## src/rtl/dcache_sequencer.sv

```systemverilog
// Direct-mapped, write-back, write-allocate sequencer between a 32-bit CPU port, a 512 x 128-bit
// line store and a 128-bit memory port. Define DCACHE_STATS_EN to build the hit/miss counters.
module dcache_sequencer #(
    parameter int CAS_WAIT_MAX = 64
) (
    input  logic         clk,
    input  logic         reset,
    // CPU port
    input  logic         cpu_req,
    input  logic         cpu_wren,
    input  logic [31:0]  cpu_addr,
    input  logic [31:0]  cpu_wdata,
    output logic [31:0]  cpu_rdata,
    output logic         cpu_rvalid,
    output logic         cpu_ready,
    // line store
    output logic [27:0]  cm_addr,
    output logic [127:0] cm_wdata,
    output logic         cm_wren,
    output logic         cm_mark_dirty,
    input  logic [127:0] cm_rdata,
    input  logic [18:0]  cm_tag,
    input  logic         cm_dirty,
    input  logic         cm_valid,
    // backing memory
    output logic [31:0]  mem_addr,
    output logic [127:0] mem_wdata,
    output logic         mem_wren,
    output logic         mem_rd,
    input  logic [127:0] mem_rdata,
    input  logic         mem_rvalid,
    input  logic         mem_ready,
    // statistics
    output logic [31:0]  stat_hits,
    output logic [31:0]  stat_misses
);

    localparam int WD_W = $clog2(CAS_WAIT_MAX + 1);

    typedef enum logic [2:0] {
        S_IDLE,
        S_COMPARE,
        S_WRITEBACK,
        S_REFILL_REQ,
        S_REFILL_WAIT,
        S_ALLOCATE
    } state_e;

    state_e         state_q, state_d;
    logic [27:0]    line_addr_q, line_addr_d;
    logic [1:0]     word_q, word_d;
    logic           wren_q, wren_d;
    logic [31:0]    wdata_q, wdata_d;
    logic [WD_W-1:0] wd_q, wd_d;
    logic [31:0]    cpu_rdata_q, cpu_rdata_d;
    logic           cpu_rvalid_q, cpu_rvalid_d;
    logic           cm_wren_q, cm_wren_d;
    logic           cm_mark_dirty_q, cm_mark_dirty_d;
    logic [127:0]   cm_wdata_q, cm_wdata_d;

    logic [18:0]    req_tag;
    logic [8:0]     req_index;
    logic           hit;
    logic [31:0]    sel_word;
    logic [127:0]   merged_line;

    // Byte offset within a word is irrelevant to a word-granular cache.
    logic unused_addr_bits;
    assign unused_addr_bits = ^cpu_addr[1:0];

    assign req_tag   = line_addr_q[27:9];
    assign req_index = line_addr_q[8:0];
    assign hit       = cm_valid && (cm_tag == req_tag);

    assign cpu_ready     = (state_q == S_IDLE);
    assign cpu_rdata     = cpu_rdata_q;
    assign cpu_rvalid    = cpu_rvalid_q;
    assign cm_addr       = line_addr_q;
    assign cm_wdata      = cm_wdata_q;
    assign cm_wren       = cm_wren_q;
    assign cm_mark_dirty = cm_mark_dirty_q;

    always_comb begin
        sel_word    = cm_rdata[31:0];
        merged_line = cm_rdata;
        case (word_q)
            2'd0: sel_word = cm_rdata[31:0];
            2'd1: sel_word = cm_rdata[63:32];
            2'd2: sel_word = cm_rdata[95:64];
            2'd3: sel_word = cm_rdata[127:96];
            default: sel_word = cm_rdata[31:0];
        endcase
        for (int w = 0; w < 4; w++) begin
            if (word_q == 2'(w)) begin
                merged_line[w*32 +: 32] = wdata_q;
            end
        end
    end

    always_comb begin
        // NOTE: every output of this block gets a default first, so no path can infer a latch.
        state_d         = state_q;
        line_addr_d     = line_addr_q;
        word_d          = word_q;
        wren_d          = wren_q;
        wdata_d         = wdata_q;
        wd_d            = wd_q;
        cpu_rdata_d     = cpu_rdata_q;
        cpu_rvalid_d    = 1'b0;
        cm_wren_d       = 1'b0;
        cm_mark_dirty_d = 1'b0;
        cm_wdata_d      = cm_wdata_q;
        mem_addr        = '0;
        mem_wdata       = '0;
        mem_wren        = 1'b0;
        mem_rd          = 1'b0;

        case (state_q)
            S_IDLE: begin
                if (cpu_req) begin
                    line_addr_d = cpu_addr[31:4];
                    word_d      = cpu_addr[3:2];
                    wren_d      = cpu_wren;
                    wdata_d     = cpu_wdata;
                    state_d     = S_COMPARE;
                end
            end
            S_COMPARE: begin
                if (hit) begin
                    if (wren_q) begin
                        cm_wren_d       = 1'b1;
                        cm_mark_dirty_d = 1'b1;
                        cm_wdata_d      = merged_line;
                    end else begin
                        cpu_rdata_d  = sel_word;
                        cpu_rvalid_d = 1'b1;
                    end
                    state_d = S_IDLE;
                end else if (cm_valid && cm_dirty) begin
                    state_d = S_WRITEBACK;
                end else begin
                    state_d = S_REFILL_REQ;
                end
            end
            S_WRITEBACK: begin
                // Victim address comes from the stored tag, not the requested one.
                mem_addr  = {cm_tag, req_index, 4'h0};
                mem_wdata = cm_rdata;
                if (mem_ready) begin
                    mem_wren = 1'b1;
                    state_d  = S_REFILL_REQ;
                end
            end
            S_REFILL_REQ: begin
                mem_addr = {req_tag, req_index, 4'h0};
                if (mem_ready) begin
                    mem_rd  = 1'b1;
                    wd_d    = '0;
                    state_d = S_REFILL_WAIT;
                end
            end
            S_REFILL_WAIT: begin
                if (mem_rvalid) begin
                    cm_wdata_d = mem_rdata;
                    cm_wren_d  = 1'b1;
                    state_d    = S_ALLOCATE;
                end else if (wd_q == WD_W'(CAS_WAIT_MAX - 1)) begin
                    state_d = S_REFILL_REQ;
                end else begin
                    wd_d = wd_q + 1'b1;
                end
            end
            S_ALLOCATE: begin
                // The line write lands at the end of this cycle; the re-lookup then hits.
                state_d = S_COMPARE;
            end
            default: state_d = S_IDLE;
        endcase
    end

    // NOTE: state registers use non-blocking assignments so every flop samples pre-edge values.
    always_ff @(posedge clk) begin
        if (reset) begin
            state_q         <= S_IDLE;
            line_addr_q     <= '0;
            word_q          <= '0;
            wren_q          <= 1'b0;
            wdata_q         <= '0;
            wd_q            <= '0;
            cpu_rdata_q     <= '0;
            cpu_rvalid_q    <= 1'b0;
            cm_wren_q       <= 1'b0;
            cm_mark_dirty_q <= 1'b0;
            cm_wdata_q      <= '0;
        end else begin
            state_q         <= state_d;
            line_addr_q     <= line_addr_d;
            word_q          <= word_d;
            wren_q          <= wren_d;
            wdata_q         <= wdata_d;
            wd_q            <= wd_d;
            cpu_rdata_q     <= cpu_rdata_d;
            cpu_rvalid_q    <= cpu_rvalid_d;
            cm_wren_q       <= cm_wren_d;
            cm_mark_dirty_q <= cm_mark_dirty_d;
            cm_wdata_q      <= cm_wdata_d;
        end
    end

`ifdef DCACHE_STATS_EN
    logic [31:0] hits_q, hits_d;
    logic [31:0] misses_q, misses_d;
    logic        relookup_q, relookup_d;
    logic        count_hit, count_miss;

    // A COMPARE entered from ALLOCATE is the re-lookup of an already counted miss.
    assign relookup_d = (state_q == S_ALLOCATE);
    assign count_hit  = (state_q == S_COMPARE) && hit && !relookup_q;
    assign count_miss = (state_q == S_COMPARE) && !hit;

    always_comb begin
        hits_d   = hits_q + {31'd0, count_hit};
        misses_d = misses_q + {31'd0, count_miss};
    end

    always_ff @(posedge clk) begin
        if (reset) begin
            hits_q     <= '0;
            misses_q   <= '0;
            relookup_q <= 1'b0;
        end else begin
            hits_q     <= hits_d;
            misses_q   <= misses_d;
            relookup_q <= relookup_d;
        end
    end

    assign stat_hits   = hits_q;
    assign stat_misses = misses_q;
`else
    assign stat_hits   = '0;
    assign stat_misses = '0;
`endif

endmodule

```

## config.mk

```make
export PLATFORM = sky130hd
export DESIGN_NAME = dcache_sequencer
export DESIGN_NICKNAME = d
export VERILOG_FILES = /design/src/rtl/dcache_sequencer.sv
export SDC_FILE = /design/constraint.sdc
export NUM_CORES = 1
export LEC_CHECK = 0
export CORE_AREA = 5 5 291 293
export DETAILED_ROUTE_END_ITERATION = 12
export DIE_AREA = 0 0 296 298
export PLACE_DENSITY_LB_ADDON = 0.05
export SLEW_MARGIN = 20
export SYNTH_ARGS = -nofsm -noshare
export SYNTH_HDL_FRONTEND = slang
export SYNTH_SLANG_ARGS = --single-unit
```

## constraint.sdc

```tcl
create_clock -name clk -period 4.1 [get_ports clk]
set_input_delay 0.41 -clock clk [delete_from_list [all_inputs] [get_ports clk]]
set_output_delay 0.41 -clock clk [all_outputs]
set_load 0.02 [all_outputs]
```

==> flow_summary_export.csv, run 1 <==
group,metric,value,unit
routing,first_iter_violations,840,
synthesis,synth_area,0.0147,sq mm
power_and_ir_drop,p_seq_share,31.4,%
routing,drc,0,
power_and_ir_drop,power_leakage,9.54,nW
place,hpwl,63.6,mm
power_and_ir_drop,switching_share,33.4,%
global_routing,grt_pass1_wl,121,mm
sta,drv_slew,0,
job,maxCapViolCount,0,
sta,setup_viol,0,
power_and_ir_drop,intPower,0.00536,W
synthesis,synthArstFlopShare,0,%
cts,clockRootBuffer,"clkbuf_16",
cts,h-tree-depth,2,
place,dp_slack,1.03,ns
synthesis,ys_ff_latch,236,
cts,ctsResizeCount,0,
setup_path,critPathCaptureType,"output pin",
routing,drt-total-wl,86.7,mm
power_and_ir_drop,comb_power_share,29.6,%
setup_path,crit_fanout,84,
cts,post_cts_buffers,0,
power_and_ir_drop,ir_drop,0.000203,V
sta,rsz0062_at_grt,"no",
global_routing,grt_pass1_vias,15600,
power_and_ir_drop,pwr_density_cell,342,mW/mm^2
routing,met3_length,6.05,mm
place,gp_congestion,0.790,
synthesis,synthCells,1755,
sta,fin_tns_setup,0,ns
synthesis,yosysUniqueCellTypes,40,
setup_path,cp_data_arrival_time,3.13,ns
finish,final_core_util,28.9,%
sta,worstMarginPinSlew,1.03,ns
global_routing,grt_max_degree,130,
synthesis,synth_top_area_share,32.1,%
synthesis,synth-simple-area-share,24.1,%
cts,clk_pin_slew,0.06,ns
synthesis,yosys.area.top_type,"dfxtp_1",
floorplanning,row_count,105,
cts,cts_buffer_depth,3,
synthesis,ys.flop_type,"dfxtp_1",
synthesis,yosysSeqAreaShare,32.1,%
setup_path,start_kind,"register",
sta,max_slew_margin,31.2,%
routing,wl_met2,44.3,mm
synthesis,synth_adder_area_share,0.0851,%
cts,clock_latency,0.54,ns
cts,hold_buffers,0,
floorplanning,core_area,0.0816,sq mm
sta,fin_crit_sh,86.4,%
routing,ant_nets,0,
routing,routedWlPerCell,25.1,um
routing,viasPerCell,4.42,
sta,hold_violations,0,
synthesis,synth.area.mux_share,19.3,%
place,placed_cells,3381,
routing,top_layer,"met5",
finish,drive_gt1_share,5.31,%
min_path,holdCritPathClass,"in -> reg",
sta,fmax,282,MHz
global_routing,grt_use_total,18.7,%
synthesis,synth_top_family_by_area,"simple AND/OR/NAND/NOR gates",
global_routing,grt-ovfl-total,0,
synthesis,synth_edf_count,0,
floorplanning,die_w,296,um
cts,tritoncts,"built",
power_and_ir_drop,net-switching-power,0.00269,W
cts,cts_made_buffers,36,
power_and_ir_drop,p_clk_share,39.0,%
synthesis,yosys-top-cells-area,"dfxtp_1 32%, mux2i_1 14%, and2_1 5.9%",
routing,vias,15300,
cts,cts_sinks,236,
routing,wirelength_met1,34.8,mm
floorplanning,ios,765,
place,io_buffers,694,
synthesis,synth_most_common_cell,"dfxtp_1",
synthesis,synth-xor-area-share,1.37,%
sta,period_needed,3.54,ns
outcome,status,"finished clean",
sta,finalClockSkew,0.0139,ns
synthesis,synth_compound_area_share,14.4,%
finish,fin_cells,3454,
setup_path,path_class,"reg -> out",
synthesis,synth.avg_cell_area,8.37,sq um
finish,fin_nets,2698,
floorplanning,die_h,298,um
setup_path,required,3.69,ns
routing,dr.pass1.iters,5,
sta,fin_ws,0.557,ns
synthesis,synth_common_cells,"236 x dfxtp_1, 211 x mux2i_1, 199 x nand2_1",
global_routing,grt_antenna_before_repair,13,
synthesis,yosys_warnings,0,
floorplanning,dieArea,0.0882,sq mm
floorplanning,start_util,18.0,%
finish,synthToLayoutAreaGrowth,60.2,%
## logic make-up after synthesis
logic type               count (synthesis)
AO/OA/AOI/OAI                          300
XOR/XNOR                                23
adder cells (fa/ha/maj)                  1
buffers and inverters                  233
flip-flops                             236
multiplexers                           243
other                                    1
AND/OR/NAND/NOR                        718
## flip-flops by register name (all words and copies together) (netlist names)
| register | flops |
|---|---|
| cm_wdata | 128 |
| cpu_rdata | 32 |
| wdata_q | 32 |
| cm_addr | 28 |
| wd_q | 7 |
| state_q | 3 |
| word_q | 2 |
| cm_mark_dirty | 1 |
| cm_wren | 1 |
| cpu_rvalid | 1 |
| wren_q | 1 |
## final timing paths
check	end	depth (start not counted)	slack [ns]	start
max	mem_wdata[37]	6	0.56	state_q[1]
min	cm_addr[27]	2	0.29	reset
max reg2reg	cpu_rdata[11]	7	1.34	state_q[0]
min reg2reg	cm_addr[7]	2	0.47	cm_addr[7]
## stage by stage
| step | total power, W | instance area (sq um) | hold WS [ns] |
|---|---|---|---|
| after floorplan | 0.00380 | 14900 | 0.461 |
| after global placement | 0.00500 | 22300 | 0.456 |
| after detailed placement | 0.00500 | 22300 | 0.463 |
| after CTS | 0.00823 | 23500 | 0.272 |
| after global routing | 0.00846 | 23500 | 0.303 |
| final | 0.00806 | 23500 | 0.285 |
## layout make-up
type,instances,area [sq um]
inverter,3,11.3
sequential,236,4730
clock buffer,57,1060
multi-input combinational,1353,9030
antenna,9,22.5
timing repair buffer,720,7250
fill,8725,58000
clock inverter,6,90.1
tap,1070,1340
## critical path, stage by stage, from the launching register on
cell and delay (ns):
dfxtp_1 0.59, nand2b_1 0.09, buf_4 0.24, nor2_4 0.12, buf_4 0.53, and2_1 0.23, clkdlybuf4s50_1 0.68
## cell usage in the layout (no fill, tap or decap), drive strengths merged, types with 4 or more instances in the layout
master	n
clkdlybuf4s50	693
dfxtp	236
mux2i	211
nand2	199
nor2	159
and2	139
nand2b	134
a21oi	96
conb	68
a311o	64
a211o	64
nand3	64
o21ai	62
clkbuf	57
mux4	32
buf	27
xor2	16
diode	9
xnor2	7
a22o	7
nor3	6
inv	5
nor4	4
## power groups by stage
| stage | Combinational (W) | Clock, W | Sequential [W] |
|---|---|---|---|
| CTS | 0.00243 | 0.00327 | 0.00253 |
| finish | 0.00239 | 0.00314 | 0.00253 |
| floorplan | 0.00125 | 0 | 0.00255 |
| detailed placement | 0.00242 | 0 | 0.00258 |
| global route | 0.00256 | 0.00336 | 0.00254 |
| global placement | 0.00242 | 0 | 0.00258 |
## per-layer routing
metal | vias up | GRT usage (%)
li1 | 7163 | -
met1 | 7487 | 22.1
met2 | 509 | 33.7
met3 | 89 | 5.04
met4 | 6 | 4.54
met5 | - | 0
No activity file was read; power rests on OpenSTA's default activity.
==> run 2: changes to the inputs <==
--- a/config.mk
+++ b/config.mk
@@ -5,6 +5,7 @@
 export SDC_FILE = /design/constraint.sdc
 export NUM_CORES = 1
 export LEC_CHECK = 0
+export ABC_CLOCK_PERIOD_IN_PS = 4100
 export CORE_AREA = 5 5 291 293
 export DETAILED_ROUTE_END_ITERATION = 12
 export DIE_AREA = 0 0 296 298
==> results of run 2 <==
Final layout, timing and power as in run 1 (identical DEF).
